<file path="config.mk">
export PLATFORM = sky130hd
export DESIGN_NAME = hub75_bcm_driver
export DESIGN_NICKNAME = d
export VERILOG_FILES = /design/src/rtl/hub75_bcm_driver.sv
export SDC_FILE = /design/constraint.sdc
export NUM_CORES = 1
export LEC_CHECK = 0
export CORE_MARGIN = 2
export CORE_UTILIZATION = 25
export CTS_BUF_LIST = sky130_fd_sc_hd__clkbuf_4
export CTS_CLUSTER_SIZE = 8
export DETAILED_ROUTE_END_ITERATION = 8
export SKIP_LAST_GASP = 1
export SYNTH_ARGS = -nofsm -noshare
export SYNTH_HDL_FRONTEND = slang
export SYNTH_SLANG_ARGS = --single-unit
</file>
<file path="constraint.sdc">
create_clock -name clk -period 17.2 [get_ports clk]
set_input_delay 4.3 -clock clk [delete_from_list [all_inputs] [get_ports clk]]
set_output_delay 4.3 -clock clk [all_outputs]
set_load 0.005 [all_outputs]
</file>
<file path="src/rtl/hub75_bcm_driver.sv">
// HUB75 single-chain driver with binary-coded modulation: bit-plane p is lit for
// (BASE_TICKS<<p) cycles scaled by brightness, while the next plane shifts in.
module hub75_bcm_driver #(
  parameter int COLOR_BITS    = 4,
  parameter int COL_ADDR_BITS = 6,
  parameter int ROW_ADDR_BITS = 4,
  parameter int COLOR_COUNT   = 3,
  parameter int BASE_TICKS    = 160
) (
  input  logic                                              clk,
  input  logic                                              rst,
  input  logic [7:0]                                        brightness,
  input  logic [(2**COL_ADDR_BITS)*COLOR_COUNT*COLOR_BITS-1:0] row_in,
  input  logic                                              row_valid,
  output logic                                              row_req,
  output logic [ROW_ADDR_BITS-1:0]                          row_addr,
  output logic                                              hub_clk,
  output logic                                              hub_lat,
  output logic                                              hub_noe,
  output logic [ROW_ADDR_BITS-1:0]                          hub_mux,
  output logic [COLOR_COUNT-1:0]                            s_out,
  output logic                                              frame_start
);

  localparam int NUM_COL  = 2**COL_ADDR_BITS;
  localparam int ROW_W    = NUM_COL*COLOR_COUNT*COLOR_BITS;
  localparam int IDX_W    = $clog2(ROW_W);
  localparam int MAX_SLOT = BASE_TICKS << (COLOR_BITS-1);
  localparam int SLOT_W   = $clog2(MAX_SLOT+1);
  localparam int PLANE_W  = (COLOR_BITS > 1) ? $clog2(COLOR_BITS) : 1;
  localparam logic [PLANE_W-1:0] LAST_PLANE = PLANE_W'(COLOR_BITS-1);

  typedef enum logic [1:0] {SH_WAIT_ROW, SH_SHIFT, SH_DONE} sh_state_t;
  typedef enum logic [1:0] {DISP, BLANK, LATCH, UNBLANK}     disp_state_t;

  sh_state_t   sh_state, sh_next;
  disp_state_t disp_state, disp_next;

  logic                     started;
  logic [ROW_W-1:0]         row_buf;
  logic                     buf_full;
  logic [ROW_ADDR_BITS-1:0] buf_row;
  logic                     phase;
  logic [COL_ADDR_BITS-1:0] col;
  logic [PLANE_W-1:0]       sh_plane;
  logic [PLANE_W-1:0]       lit_plane;
  logic [SLOT_W-1:0]        slot_cnt, slot_len, on_len, slot_len_nxt;
  logic [SLOT_W+7:0]        on_prod;
  logic                     capture, shift_last, slot_expired;

  assign capture      = row_req & row_valid;
  assign shift_last   = (sh_state == SH_SHIFT) && phase && (col == '0) && (sh_plane == LAST_PLANE);
  assign slot_expired = ({1'b0, slot_cnt} + 1'b1) >= {1'b0, slot_len};
  assign slot_len_nxt = SLOT_W'(BASE_TICKS) << lit_plane;
  assign on_prod      = {8'd0, slot_len_nxt} * {{SLOT_W{1'b0}}, brightness};

  // Fetch: one request after reset, then one per row once the last plane is shifted.
  always_ff @(posedge clk or posedge rst) begin
    if (rst) begin
      started  <= 1'b0;
      row_req  <= 1'b0;
      row_addr <= '0;
      buf_full <= 1'b0;
      buf_row  <= '0;
    end else begin
      // NOTE: state registers use non-blocking assignments so every flop samples pre-edge values.
      started <= 1'b1;
      if (!started) begin
        row_req <= 1'b1;
      end else if (shift_last) begin
        row_req  <= 1'b1;
        row_addr <= row_addr + 1'b1;
      end else if (capture) begin
        row_req <= 1'b0;
      end
      if (capture) begin
        buf_full <= 1'b1;
        buf_row  <= row_addr;
      end else if (shift_last) begin
        buf_full <= 1'b0;
      end
    end
  end

  // NOTE: the row buffer is plain storage with no reset; its contents are only read after a capture.
  always_ff @(posedge clk) begin
    if (capture) row_buf <= row_in;
  end

  // Shifter FSM
  always_ff @(posedge clk or posedge rst) begin
    if (rst) sh_state <= SH_WAIT_ROW;
    else     sh_state <= sh_next;
  end

  always_comb begin
    // NOTE: default first so every path assigns sh_next and no latch is inferred.
    sh_next = sh_state;
    case (sh_state)
      SH_WAIT_ROW: if (buf_full) sh_next = SH_SHIFT;
      SH_SHIFT:    if (phase && col == '0) sh_next = SH_DONE;
      SH_DONE:     if (disp_state == LATCH)
                     sh_next = (sh_plane == LAST_PLANE) ? SH_WAIT_ROW : SH_SHIFT;
      default:     sh_next = SH_WAIT_ROW;
    endcase
  end

  always_ff @(posedge clk or posedge rst) begin
    if (rst) begin
      phase    <= 1'b0;
      col      <= '1;
      sh_plane <= '0;
    end else begin
      if (sh_state == SH_SHIFT) begin
        phase <= ~phase;
        if (phase) col <= col - 1'b1;
      end
      if (sh_state == SH_DONE && disp_state == LATCH)
        sh_plane <= (sh_plane == LAST_PLANE) ? '0 : sh_plane + 1'b1;
    end
  end

  // Display FSM; slot_len=0 out of reset keeps the panel dark until the first latch.
  always_ff @(posedge clk or posedge rst) begin
    if (rst) disp_state <= DISP;
    else     disp_state <= disp_next;
  end

  always_comb begin
    disp_next = disp_state;
    case (disp_state)
      DISP:    if (slot_expired && sh_state == SH_DONE) disp_next = BLANK;
      BLANK:   disp_next = LATCH;
      LATCH:   disp_next = UNBLANK;
      UNBLANK: disp_next = DISP;
      default: disp_next = DISP;
    endcase
  end

  always_ff @(posedge clk or posedge rst) begin
    if (rst) begin
      slot_cnt  <= '0;
      slot_len  <= '0;
      on_len    <= '0;
      lit_plane <= '0;
      hub_mux   <= '0;
    end else begin
      case (disp_state)
        UNBLANK: begin
          slot_len <= slot_len_nxt;
          on_len   <= on_prod[SLOT_W+7:8];
          slot_cnt <= '0;
        end
        DISP:    if (slot_cnt != slot_len) slot_cnt <= slot_cnt + 1'b1;
        BLANK:   if (sh_plane == '0) hub_mux <= buf_row;
        LATCH:   lit_plane <= sh_plane;
        default: ;
      endcase
    end
  end

  // Output decode
  always_comb begin
    hub_clk     = (sh_state == SH_SHIFT) && phase;
    hub_lat     = (disp_state == LATCH);
    hub_noe     = !((disp_state == DISP) && (slot_cnt < on_len));
    frame_start = (disp_state == LATCH) && (sh_plane == '0) && (hub_mux == '0);
    s_out       = '0;
    for (int c = 0; c < COLOR_COUNT; c++) begin
      s_out[c] = (sh_state == SH_SHIFT) &&
                 row_buf[IDX_W'((int'(col)*COLOR_COUNT + c)*COLOR_BITS + int'(sh_plane))];
    end
  end

endmodule

</file>
# Yosys cells after proc, flatten, opt, wreduce, memory -nomap -nowiden
# Cells that the tools add are included.
# word_totals
output_inout_bits,16
inputBits,779
register_bits,831
wordCells,98
# classes
eq_ne,13
mux,24
n_lt_le_gt_ge,5
n_reduce_logical,25
addsub,10
bitwise_logic,2
shifts,1
mul,2
# op_table
cell,count
"< comparator 10 x 12 -> 1 bit, second input constant",3
binary-select mux 1 bit (select 10 bit),3
one-hot mux 11 bit (2 select lines),1
adder 10 x 3 -> 10 bit,2
multiplier 11 x 8 -> 19 bit,1
"adder 11 x 1 -> 12 bit, second input constant",1
greater-or-equal comparator 12 x 11 -> 1 bit,1
logical AND 1 bit,12
two-way mux 1 bit,12
"adder 11 x 1 -> 11 bit, second input constant",1
< comparator 11 bit,1
two-way mux 11 bit,1
!= test 11 bit,1
"left shift 8 x 2 -> 11 bit, first input constant",1
adder 10 x 2 -> 10 bit,1
two-way mux 2 bit,5
"!= test 2 bit, second input constant",5
"adder 8 x 1 -> 8 bit, second input constant",1
"adder 8 x 2 -> 8 bit, second input constant",1
"== test 2 bit, second input constant",4
"multiplier 6 x 2 -> 8 bit, second input constant",1
one-hot mux 2 bit (4 select lines),1
AND reduction 2 bit,4
zero test 2 bit,3
other kinds (13),15

# Logic depth before layout (Yosys ltp)
# depth
ltp_word,7
ltp_mapped,21
ltp_nobuf,19

# Least setup slack after synthesis
# OpenSTA, ideal clock, no wires.
# synth_path
path_type,input -> register
from,input row_valid
to,register row_buf[0] (enable)
cell_stages,2
required_time_ps,16095
slack_ps,-3052
arrival_time_ps,19147
path_buffers,0
setup_time_ps,1105
path_cell_list,nand2_1 > inv_1
# synth_via
elab_chain_cells,1
# synth_lines
element,line_no,rtl
"start, declared",14,"input logic row_valid,"
AND 1 bit,51,assign capture = row_req & row_valid;
net capture,49,"logic capture, shift_last, slot_expired;"
"end signal, assigned",87,if (capture) row_buf <= row_in;
"end, declared",40,logic [ROW_W-1:0] row_buf;
# The timed path passes the listed nets, and every way through them passes these cells.
# A chain may end at the register's enable or synchronous reset.

# Final worst setup path
# layout_path
from,register col[0]
to,output s_out[2]
# layout_via
elab_chain_cells,7
# layout_lines
element,line_no,rtl
"start, declared",44,logic [COL_ADDR_BITS-1:0] col;
"start signal, assigned",116,if (phase) col <= col - 1'b1;
multiplier 6 x 2 -> 8 bit,171,row_buf[IDX_W'((int'(col)*COLOR_COUNT + c)*COLOR_BITS + int'(sh_plane))];
adder 8 x 2 -> 8 bit,171,
adder 10 x 2 -> 10 bit,171,
binary-select mux 1 bit (select 10 bit),171,
two-way mux 1 bit (implied by the code) (2 in a row),171,
logical AND 1 bit,170,s_out[c] = (sh_state == SH_SHIFT) &&
"end, declared",21,"output logic [COLOR_COUNT-1:0] s_out,"
# No other way between the ends. The select of a mux whose other input is x is not followed.

==> impl_metrics.json <==
{
  "row_count": 148,
  "routedWlPerCell_um": 28.1,
  "sw_frac_of_total_pct": 24.6,
  "pwr-share-comb_pct": 9.5,
  "grt_pass1_vias": 29363,
  "cts_setup_buffers": 0,
  "yosysMostFrequentCell": "edfxtp_1",
  "die-height_um": 408,
  "root_buffer": "clkbuf_4",
  "synth_common_cells": "768 x edfxtp_1, 243 x mux2i_1, 241 x mux4_2",
  "tns_ns": 0,
  "syn_nets": 3452,
  "setup-violations-final": 0,
  "fin_util_pct": 33.3,
  "slew-limit-headroom_pct": 8.89,
  "vias": 28123,
  "drv_slew": 0,
  "synthArstFlopShare_pct": 7.02,
  "syn_area_per_cell_um2": 15.8,
  "synth-edff-count": 768,
  "post_cts_resized": 0,
  "netlist.area_leader.share_pct": 56.5,
  "viasPerCell": 4.79,
  "fin_crit_ns": 12.07,
  "peakVddDrop_uv": 73.5,
  "dp.cells": 5419,
  "start_util_pct": 25.1,
  "core_region_area_um2": 162000,
  "critPathRequiredTime_ns": 12.90,
  "nets": 4353,
  "grt.total_usage_pct": 19.4,
  "clock_skew_ns": 0.0649,
  "synth_area_leaders": "edfxtp_1 57%, mux4_2 13%, mux2i_1 6.0%, dfrtp_1 3.2%, ha_1 2.3%",
  "power.share.sequential_pct": 50.9,
  "fmax_mhz": 82.9,
  "path_max_fanout": 65,
  "overflow": 0,
  "clk_latency_ns": 1.27,
  "drive_gt1_share_pct": 21.2,
  "htreeDepth": 4,
  "synth_area_um2": 40800,
  "dpl.hpwl_mm": 128,
  "place_ws_ns": 6.38,
  "io_buffers": 794,
  "start_kind": "flop",
  "ys_warn_count": 0,
  "status": "complete, no violations",
  "synth.largest_area_cell": "edfxtp_1",
  "cts_hold_buffers": 0,
  "cts_num_sinks": 826,
  "finalWeightedCongestion": 0.935,
  "drt_iter0_markers": 2309,
  "holdCritPathClass": "flop to flop",
  "numCtsBuffers": 231,
  "ios": 795,
  "die_x_um": 408,
  "leakagePower_nw": 18.5,
  "layout_setup_ws_ns": 5.13,
  "timing.rr.end": "on_len[10]",
  "grt_first_pass_wirelength_mm": 225,
  "power_density_nw_per_um2": 86.1,
  "path_clk_slew_ns": 0.07,
  "grt_max_degree": 188,
  "placed_area_um2": 51000,
  "rsz0062_at_grt": "no",
  "hold_slack_ns": 0.464,
  "hold_viol_final": 0,
  "internal-power_mw": 3.51,
  "clockPowerShare_pct": 39.6,
  "timing.rr.start": "lit_plane[1]",
  "synthToLayoutAreaGrowth_pct": 32.8,
  "critical_path_class": "flop to output pin",
  "total_power_mw": 4.66,
  "synth_top_flop_cell": "edfxtp_1",
  "ant_nets": 0,
  "clk_path_buf_depth": 3,
  "ys_ff_latch": 826,
  "tightestPinTransition_ns": 1.36,
  "antenna_found_initial": 49,
  "synth.yosys.seq_area_share_pct": 60.1,
  "worst-r2r-cell-count": 17,
  "syn_inst": 2576,
  "arrival_ns": 7.77,
  "p_sw_mw": 1.15,
  "endpoint_kind": "output pin",
  "critPathLaunch": "col[0]",
  "design_area_um2": 54100,
  "rrSetupSlack_ns": 11.83,
  "die-area_um2": 166000,
  "post-route-drc-count": 0,
  "drtPass1Iterations": 6,
  "timing.final.crit_share_pct": 70.2,
  "fin_cells": 5871,
  "cts_tree": "yes",
  "ys_types": 83,
  "drv_cap": 0,
  "wirelength_mm": 165,
  "crit_path_end": "s_out[2]"
}
==> layout by cell type, fill, tap and decap left out, drive strengths merged, types with 9 or more instances in the layout <==
cell / n
o211ai: 13
o22ai: 33
and2: 17
fa: 22
mux4: 241
a221oi: 30
nand3: 35
o21ai: 69
mux2i: 243
xor2: 18
dfrtp: 52
and3: 14
xnor2: 29
clkdlybuf4s50: 794
nor3: 15
nor2b: 15
clkinv: 68
diode: 32
inv: 95
buf: 34
clkbuf: 344
o2111ai: 9
a21oi: 50
a31oi: 10
a22o: 13
mux2: 80
nor2: 121
nand2b: 17
edfxtp: 768
nand2: 174
ha: 75
a211oi: 16
a22oi: 24
==> worst max-delay path, stage by stage (launching register included) <==
cell and delay [ns]:
dfstp_4 0.67, inv_4 0.24, ha_4 0.68, buf_4 0.56, buf_4 0.80, inv_4 0.23, buf_4 0.39, o32ai_1 0.40
o211a_1 0.43, o311ai_1 0.17, a2111oi_0 0.48, a31oi_1 0.08, and4b_1 0.23, or3_1 0.49, clkdlybuf4s50_1 0.53
==> cell type report <==
class,count,area (um^2)
well taps,2175,2720
inverters,89,345
repair buffers,828,8280
clock buffers,344,2580
multi-input cells,1501,15200
diodes,32,80.1
flip-flops and latches,826,24500
clock inverters,76,447
fillers,15935,108000
==> power by group through the flow <==
stage               combinational, mW  clock (mW)  sequential, mW
floorplan                       0.154           0            2.44
global route                    0.473        2.02            2.38
finish                          0.443        1.84            2.37
CTS                             0.450        1.92            2.37
global placement                0.444           0            2.41
detailed placement              0.447           0            2.42
==> cells by family (layout without fill, tap and decap cells) <==
family	count (synthesis)	after routing	share of synthesized area (%)
AO/OA/AOI/OAI	346	346	5.91
AND/OR/NAND/NOR	445	445	4.98
adder cells (fa/ha/maj)	97	97	3.38
other	2	34	0.0184
XOR/XNOR	47	47	1.03
buffers and inverters	249	1337	3.08
multiplexers	564	564	21.5
flip-flops	826	826	60.1
==> state kept, by name, summed over array words and instances, names as in the netlist, 4 cells and up <==
register	cells
buf_row	4
col	6
hub_mux	4
on_len	11
row_addr	4
row_buf	768
slot_cnt	11
slot_len	6
==> worst min path at each step <==
stage          slack [ns]      end  depth (start not counted)  startpoint
6_report             0.46  row_req                          1     started
2_1_floorplan        0.42  row_req                          1     started
3_5_place_dp         0.46  row_req                          1     started
3_3_place_gp         0.43  row_req                          1     started
5_1_grt              0.50  row_req                          1     started
4_1_cts              0.47  row_req                          1     started
==> per-layer routing <==
metal / track usage, % / wire, um / up-vias
met3: 5.70 / 13000 / 271
met4: 6.51 / 4690 / 36
met5: 0 / 225 / -
li1: - / - / 12264
met2: 33.4 / 82900 / 1186
met1: 23.0 / 64000 / 14366
(Power assumes the default switching activity.)
